<file path="src/rtl/bomb_game_ctrl.sv">
// bomb_game_ctrl: multi-round bomb game sequencer (LFSR code, timed show/input phases, win/loss).
// Optional macro BOMB_AUTO_RESTART_EN: WIN/FAIL start a new game after RESTART_SEC ticks.
module bomb_game_ctrl #(
   parameter int                CODE_W      = 5,
   parameter logic [CODE_W-1:0] LFSR_TAPS   = CODE_W'(5'b10100),
   parameter int                NUM_ROUNDS  = 3,
   parameter int                SHOW_SEC    = 5,
   parameter int                INPUT_SEC   = 20,
   parameter int                RESTART_SEC = 3,
   localparam int RND_W   = $clog2(NUM_ROUNDS + 1),
   localparam int MAX_PH  = (SHOW_SEC > INPUT_SEC) ? SHOW_SEC : INPUT_SEC,
   localparam int MAX_SEC = (MAX_PH > RESTART_SEC) ? MAX_PH : RESTART_SEC,
   localparam int SEC_W   = $clog2(MAX_SEC + 1)
) (
   input  logic              clk,
   input  logic              Rst,
   input  logic              enable,
   input  logic              start_btn,
   input  logic              tick,
   input  logic              in_success,
   input  logic              in_fail,
   output logic [CODE_W-1:0] code,
   output logic [RND_W-1:0]  round,
   output logic [SEC_W-1:0]  sec_left,
   output logic              bomb_en,
   output logic              show_en,
   output logic              timer_en,
   output logic              input_en,
   output logic              mod_rst_n,
   output logic              game_won,
   output logic              game_lost
);
   typedef enum logic [2:0] {IDLE, SHOW, INPUT, WIN, FAIL} state_t;
   localparam logic [RND_W-1:0] LAST_RND = RND_W'(NUM_ROUNDS - 1);
   localparam logic [SEC_W-1:0] ONE      = SEC_W'(1);
`ifdef BOMB_AUTO_RESTART_EN
   localparam logic [SEC_W-1:0] END_SEC  = SEC_W'(RESTART_SEC);
`else
   localparam logic [SEC_W-1:0] END_SEC  = '0;
`endif
   state_t state, nxt;
   logic [CODE_W-1:0] lfsr, lfsr_adv;
   logic boot, start_q, en_q, start_rise, expire, new_game, next_round;
   assign lfsr_adv   = lfsr[0] ? (lfsr >> 1) ^ LFSR_TAPS : lfsr >> 1;
   assign start_rise = start_btn & ~start_q;
   // WIN/FAIL hold sec_left at 0 unless auto restart loaded it, so expiry never fires there otherwise
   assign expire     = tick && sec_left == ONE;
   always_comb begin
      nxt = state;
      new_game = 1'b0;
      next_round = 1'b0;
      if (!enable)
         nxt = IDLE;
      else
         case (state)
            IDLE:  new_game = start_rise;
            SHOW:  nxt = expire ? INPUT : SHOW;
            INPUT:
               if (in_fail) nxt = FAIL;
               else if (in_success && round == LAST_RND) nxt = WIN;
               else if (in_success) next_round = 1'b1;
               else if (expire) nxt = FAIL;
            default: new_game = start_rise || expire;
         endcase
      if (new_game || next_round) nxt = SHOW;
   end
   always_ff @(posedge clk) begin
      if (!Rst) begin
         state <= IDLE;
         lfsr <= CODE_W'(1);
         code <= '0;
         round <= '0;
         sec_left <= '0;
         {bomb_en, show_en, timer_en, input_en, game_won, game_lost} <= '0;
         mod_rst_n <= 1'b0;
         boot <= 1'b1;
         start_q <= 1'b0;
         en_q <= 1'b0;
      end else begin
         state <= nxt;
         lfsr <= (lfsr_adv == '0) ? CODE_W'(1) : lfsr_adv;
         start_q <= start_btn;
         en_q <= enable;
         boot <= 1'b0;
         bomb_en <= nxt == SHOW || nxt == INPUT;
         show_en <= nxt == SHOW;
         timer_en <= nxt == INPUT;
         input_en <= nxt == INPUT;
         game_won <= nxt == WIN;
         game_lost <= nxt == FAIL;
         mod_rst_n <= !(boot || (en_q && !enable) || new_game || next_round);
         code <= (nxt == IDLE) ? '0 : (new_game || next_round) ? lfsr : code;
         round <= (nxt == IDLE || new_game) ? '0 : next_round ? round + 1'b1 : round;
         // loads on entry take precedence, so a tick in the entry cycle is not counted
         sec_left <= (nxt == IDLE) ? '0
                   : (new_game || next_round) ? SEC_W'(SHOW_SEC)
                   : (nxt != state) ? ((nxt == INPUT) ? SEC_W'(INPUT_SEC) : END_SEC)
                   : (tick && sec_left != '0) ? sec_left - 1'b1 : sec_left;
      end
   end
endmodule
</file>
<file path="config.mk">
export PLATFORM = sky130hd
export DESIGN_NAME = bomb_game_ctrl
export DESIGN_NICKNAME = d
export VERILOG_FILES = /design/src/rtl/bomb_game_ctrl.sv
export SDC_FILE = /design/constraint.sdc
export NUM_CORES = 1
export LEC_CHECK = 0
export CORE_MARGIN = 3
export CORE_UTILIZATION = 57
export CTS_CLUSTER_SIZE = 20
export DETAILED_ROUTE_END_ITERATION = 8
export DONT_BUFFER_PORTS = 1
export PLACE_DENSITY = 0.76
export RECOVER_POWER = 100
export SYNTH_ARGS = -nofsm -noshare
export SYNTH_HDL_FRONTEND = slang
export SYNTH_SLANG_ARGS = --single-unit
</file>
<file path="constraint.sdc">
create_clock -name clk -period 2.93 [get_ports clk]
set_clock_uncertainty 0.1 [all_clocks]
set_input_delay 0.4395 -clock clk [delete_from_list [all_inputs] [get_ports clk]]
set_output_delay 0.4395 -clock clk [all_outputs]
set_load 0.02 [all_outputs]
</file>
# Word level (Yosys, flattened, before mapping)
# Cells that the tools add are included.
# op_classes
addsub	2
bitwise_logic	4
eq_ne	9
muxes	21
n_reduce_logical	24
# ops
op	count
3-bit two-way mux	7
5-bit two-way mux	4
3-bit by 2-bit == test with 1-bit output, second input constant	3
2-bit OR reduction	4
1-bit logical OR	7
1-bit two-way mux	7
3-bit by 1-bit == test with 1-bit output, second input constant	2
3-bit zero test	2
3-bit case mux with 2 select lines	1
5-bit by 1-bit == test with 1-bit output, second input constant	1
5-bit zero test	1
5-bit nonzero test	1
5-bit by 1-bit subtractor with 5-bit output, second input constant	1
1-bit logical AND	4
3-bit == test, second input constant	1
3-bit inequality test	1
3-bit nonzero test	1
3-bit OR reduction	1
2-bit by 1-bit adder with 2-bit output, second input constant	1
2-bit == test, second input constant	1
1-bit zero test	2
2-bit two-way mux	1
1-bit NOT	2
1-bit NOT with 2-bit output	1
other kinds (3)	3
# word_totals
inputBits	7
out_inout_bits	19
word_cells	75
register_bits	29

# Depth between registers and ports, before layout
# logic_depth
word_depth	13
mapped_depth	9
mapped_depth_nobuf	8

# Worst setup path after synthesis
# No wires, ideal clock.
# synth_timing
kind	register to register
from	reg sec_left[1]
to	reg sec_left[2]
synth_period_minus_slack_ps	2318
required_ps	2756
n_path_buf	0
arrival_time_ps	2143
path_slack_ps	612
setup_ps	74
path_stages_with_launch	9
path_cell_list	dfxtp_1 -> inv_1 -> ha_1 -> and2_1 -> a21oi_1 -> o21a_4 -> a22oi_1 -> or4_1 -> a31oi_1
# synth_via
elab_chain_len	13
word_cells_on_any_way	26
cone_classes	1 x add/sub; 3 x eq/ne; 14 x mux; 8 x reduce/logical
# synth_lines
item	line_no	text
from (decl)	24	output logic [SEC_W-1:0] sec_left,
from (signal assigned)	95	sec_left <= (nxt == IDLE) ? '0
5-bit by 1-bit == test with 1-bit output	47	assign expire = tick && sec_left == ONE;
1-bit logical AND	47	
3-bit two-way mux	62	else if (expire) nxt = FAIL;
3-bit two-way mux	61	else if (in_success) next_round = 1'b1;
3-bit two-way mux	60	else if (in_success && round == LAST_RND) nxt = WIN;
3-bit two-way mux	59	if (in_fail) nxt = FAIL;
3-bit case mux with 2 select lines	55	case (state)
3-bit two-way mux	52	if (!enable)
3-bit two-way mux	65	if (new_game || next_round) nxt = SHOW;
3-bit by 2-bit == test with 1-bit output	97	: (nxt != state) ? ((nxt == INPUT) ? SEC_W'(INPUT_SEC) : END_SEC)
5-bit two-way mux (2 in a row)	97	
3-bit two-way mux	96	: (new_game || next_round) ? SEC_W'(SHOW_SEC)
# Several ways; a longest one is shown, not always the timed one. The select of a mux whose other input is x is not followed.
# A chain may end at the register's enable or synchronous reset.

# Worst setup path after layout
# layout_timing
from	reg sec_left[1]
to	reg sec_left[0]
# layout_via
elab_chain_len	12
word_cells_on_any_way	22
cone_classes	2 x eq/ne; 12 x mux; 8 x reduce/logical
# layout_lines
item	line_no
5-bit by 1-bit == test with 1-bit output	47
1-bit logical AND	47
3-bit two-way mux	62
3-bit two-way mux	61
3-bit two-way mux	60
3-bit two-way mux	59
3-bit case mux with 2 select lines	55
3-bit two-way mux	52
3-bit two-way mux	65
3-bit inequality test	97
5-bit two-way mux	97
3-bit two-way mux	96
# Several ways; a longest one is shown, not always the timed one.

==> key figures <==
Die
  – DIE WIDTH: 53.7 um
  – Placeable Area: 2060 um2
  – Die Y: 53.7 um
  – I/O pin cnt: 26
  – Num rows: 16
  – Total die area: 2890 um2
  – Effective utilization at floorplan: 0.630

Clock network
  – CTS hold repair buffers: 0
  – Reg clk slew, reported paths: 0.09 ns
  – Setup bufs post-CTS: 0
  – Worst skew pair latency: 0.32 ns
  – CTS buffer count: 5
  – # resized after CTS: 0
  – Clk buf depth: 2
  – Clock Tree Root: clkbuf_4
  – TritonCTS Sinks: 29
  – H-tree Lvls: 2
  – TritonCTS clock tree: done

STA
  – Sum of negative setup slack: 0 ns
  – Max-slew violation count: 0
  – FMAX: 377 MHz
  – RSZ-0062 raised after global routing: false
  – Worst slew margin: 0.402
  – Fin crit share: 0.905
  – Worst-Margin Slew: 0.890 ns
  – Final setup viols: 0
  – Minimum period implied by the final worst setup slack: 2.65 ns
  – Final hold violation count: 0
  – Hold WS: 0.125 ns

Power and ir drop
  – LEAKAGE: 0.000495 uW
  – Internal Power: 510 uW
  – Max VDD drop: 0.314 mV
  – Sw Share: 0.238
  – Psw: 159 uW
  – Part of the power in registers: 0.620
  – Total Power: 668 uW
  – Power share of the clock group: 0.331
  – Combinational Power Share: 0.049
  – PD cells: 497 nW/um2

Finish
  – Area grow syn2layout: 3.56%
  – Final Instance Area: 1350 um2
  – FILL cells: 194
  – Sequential cell area: 581 um2
  – Commonest non-fill, non-tap cell in the layout: dfxtp_1
  – Final nets: 159
  – Layout cells sized above 1: 0.0738
  – Most frequent cells in the layout: dfxtp_1, nand2_1, nor2_1
  – Multi-input logic area: 646 um2
  – Antenna cell count: 0

Critical path
  – Crit-path slowest cell: or4_1
  – WS Path Type: flip-flop to flip-flop
  – Worst endpoint required time: 3.07 ns
  – Startpoint types: flip-flop
  – Critical Path Sink Type: flip-flop
  – CP Buf/Inv Count: 1
  – Family with the most delay on the worst path: compound AO/OA/AOI/OAI gates
  – Max Fanout on Critical Path: 12
  – Reg-to-reg setup timing slack: 0.28 ns
  – CP peak stage delay: 0.57 ns
  – FF-to-FF Start: sec_left[1]
  – Reg2Reg Depth: 8
  – Terminus of the critical flop-to-flop path: sec_left[0]
  – Critical Path AT: 2.79 ns
  – Critical-path cell list: inv_1 > ha_1 > and2_1 > a21oi_1 > o21a_4 > a22oi_1 > or4_1 > a21oi_1
  – Most frequent cell on the critical path: a21oi_1

Synthesis
  – Syn nets: 156
  – Seq/Total Area, Yosys: 0.447
  – Dominant cells by area after synthesis: dfxtp_1, nand2_1, and2_1, a21oi_1, ha_1
  – Flop and latch count out of synthesis: 29
  – Mapped Area: 1300 um2
  – Synth warnings: 0
  – Mean Syn Cell Area: 8.96 um2
  – Asr flop ratio synth: 0
  – Ys flop type: dfxtp_1
  – Yosys cell types: 40
  – Area share of the largest cell type after synthesis: 0.447
  – Synth Instances: 145
  – Number of synthesized flops with an enable pin: 0
  – Yosys top cell by area: dfxtp_1

Route
  – Via Count: 1064
  – Final ANT Viol Nets: 0
  – WL/cell: 14.3 um
  – Via density: 6.05
  – DR DRC count: 0
  – Routed wire length: 2520 um
  – Starting DRC count in detailed routing: 48
  – Drt first pass iters: 4

GRT
  – Initial antenna violation count: 0
  – Largest net degree at the start of global routing: 13
  – First-pass GRT wire length: 4280 um
  – Vias in the first global route: 991
  – All-Layer GR Usage: 0.206
  – Overflow after GRT: 0

Place
  – Gpl congestion: 0.905
  – Placed Instance Area: 1310 um2
  – Post-detail-place hpwl: 1890 um
  – Port Buf Inserts: 0

Min path
  – HP Class: input port to flip-flop
  – Worst Hold Launch: Rst
  – Hold path endpoint: boot
  – Hold path depth: 1

Status
  – Status: complete, no violations

Flow run
  – Number of max-cap violations: 0
-- power by group through the flow --
| stage | Clock [uW] | Combinational (uW) | Sequential (uW) |
|---|---|---|---|
| after global placement | 0 | 32.7 | 423 |
| after detailed placement | 0 | 33.7 | 424 |
| after CTS | 231 | 33.6 | 415 |
| final | 222 | 32.5 | 414 |
| after floorplan | 0 | 30.2 | 421 |
| after global routing | 250 | 37.3 | 416 |
-- registers in the layout (all words and copies together), names as in the netlist, 2 cells and up --
signal,flops
lfsr,5
code,5
sec_left,5
state,3
round,2
-- routing by layer --
layer / part of all wire / GRT usage / vias to the layer above
met5: 0 / 0 / -
met4: 0.025 / 0.119 / 0
met3: 0.089 / 0.0720 / 9
met2: 0.47 / 0.323 / 48
met1: 0.42 / 0.241 / 491
li1: - / - / 516
-- worst max path at each step --
stage	from	endpoint	slack [ns]	cells after the start
3_5_place_dp	sec_left[1]	sec_left[1]	0.30	8
5_1_grt	sec_left[1]	sec_left[0]	0.03	8
6_report	sec_left[1]	sec_left[0]	0.28	8
3_3_place_gp	sec_left[1]	sec_left[0]	0.37	8
2_1_floorplan	sec_left[1]	sec_left[2]	0.61	8
4_1_cts	sec_left[1]	sec_left[0]	0.27	8
-- cells by family (layout without fill, tap and decap cells) --
logic type / count (synthesis) / count (layout) / share of synthesized area
and+or+nand+nor: 64 / 64 / 0.262
AOI/OAI and AO/OA: 31 / 31 / 0.175
DFF: 29 / 29 / 0.447
buffers and inverters: 13 / 17 / 0.0501
adders and majority gates: 4 / 4 / 0.0385
xor gates and xnor gates: 4 / 4 / 0.0270
-- cell usage after synthesis, types with 2 or more instances --
| library cell | n |
|---|---|
| a21o_1 | 2 |
| a21oi_1 | 11 |
| a31oi_1 | 5 |
| and2_1 | 9 |
| buf_4 | 2 |
| dfxtp_1 | 29 |
| ha_1 | 4 |
| inv_1 | 8 |
| nand2_1 | 16 |
| nand4_1 | 2 |
| nor2_1 | 12 |
| nor2b_1 | 3 |
| nor3_1 | 6 |
| nor4_1 | 3 |
| nor4b_1 | 3 |
| o21ai_0 | 2 |
| or4_1 | 3 |
| xnor2_1 | 3 |
-- metrics by stage --
stage | setup WS, ns | util | std cells
floorplan | 0.612 | - | 145
global placement | 0.365 | 0.633 | 168
detailed placement | 0.296 | 0.633 | 168
CTS | 0.273 | 0.658 | 176
global route | 0.0266 | 0.652 | 176
finish | 0.280 | 0.652 | 176
-- final cells by class --
type                            count  share of cell area
Multi-Input combinational cell    103               0.480
Clock buffer                        6              0.0307
Clock inverter                      2             0.00744
Inverter                            8              0.0223
Sequential cell                    29               0.432
Timing Repair Buffer                1             0.00279
Tap cell                           27              0.0251
No activity file was read; power rests on OpenSTA's default activity.
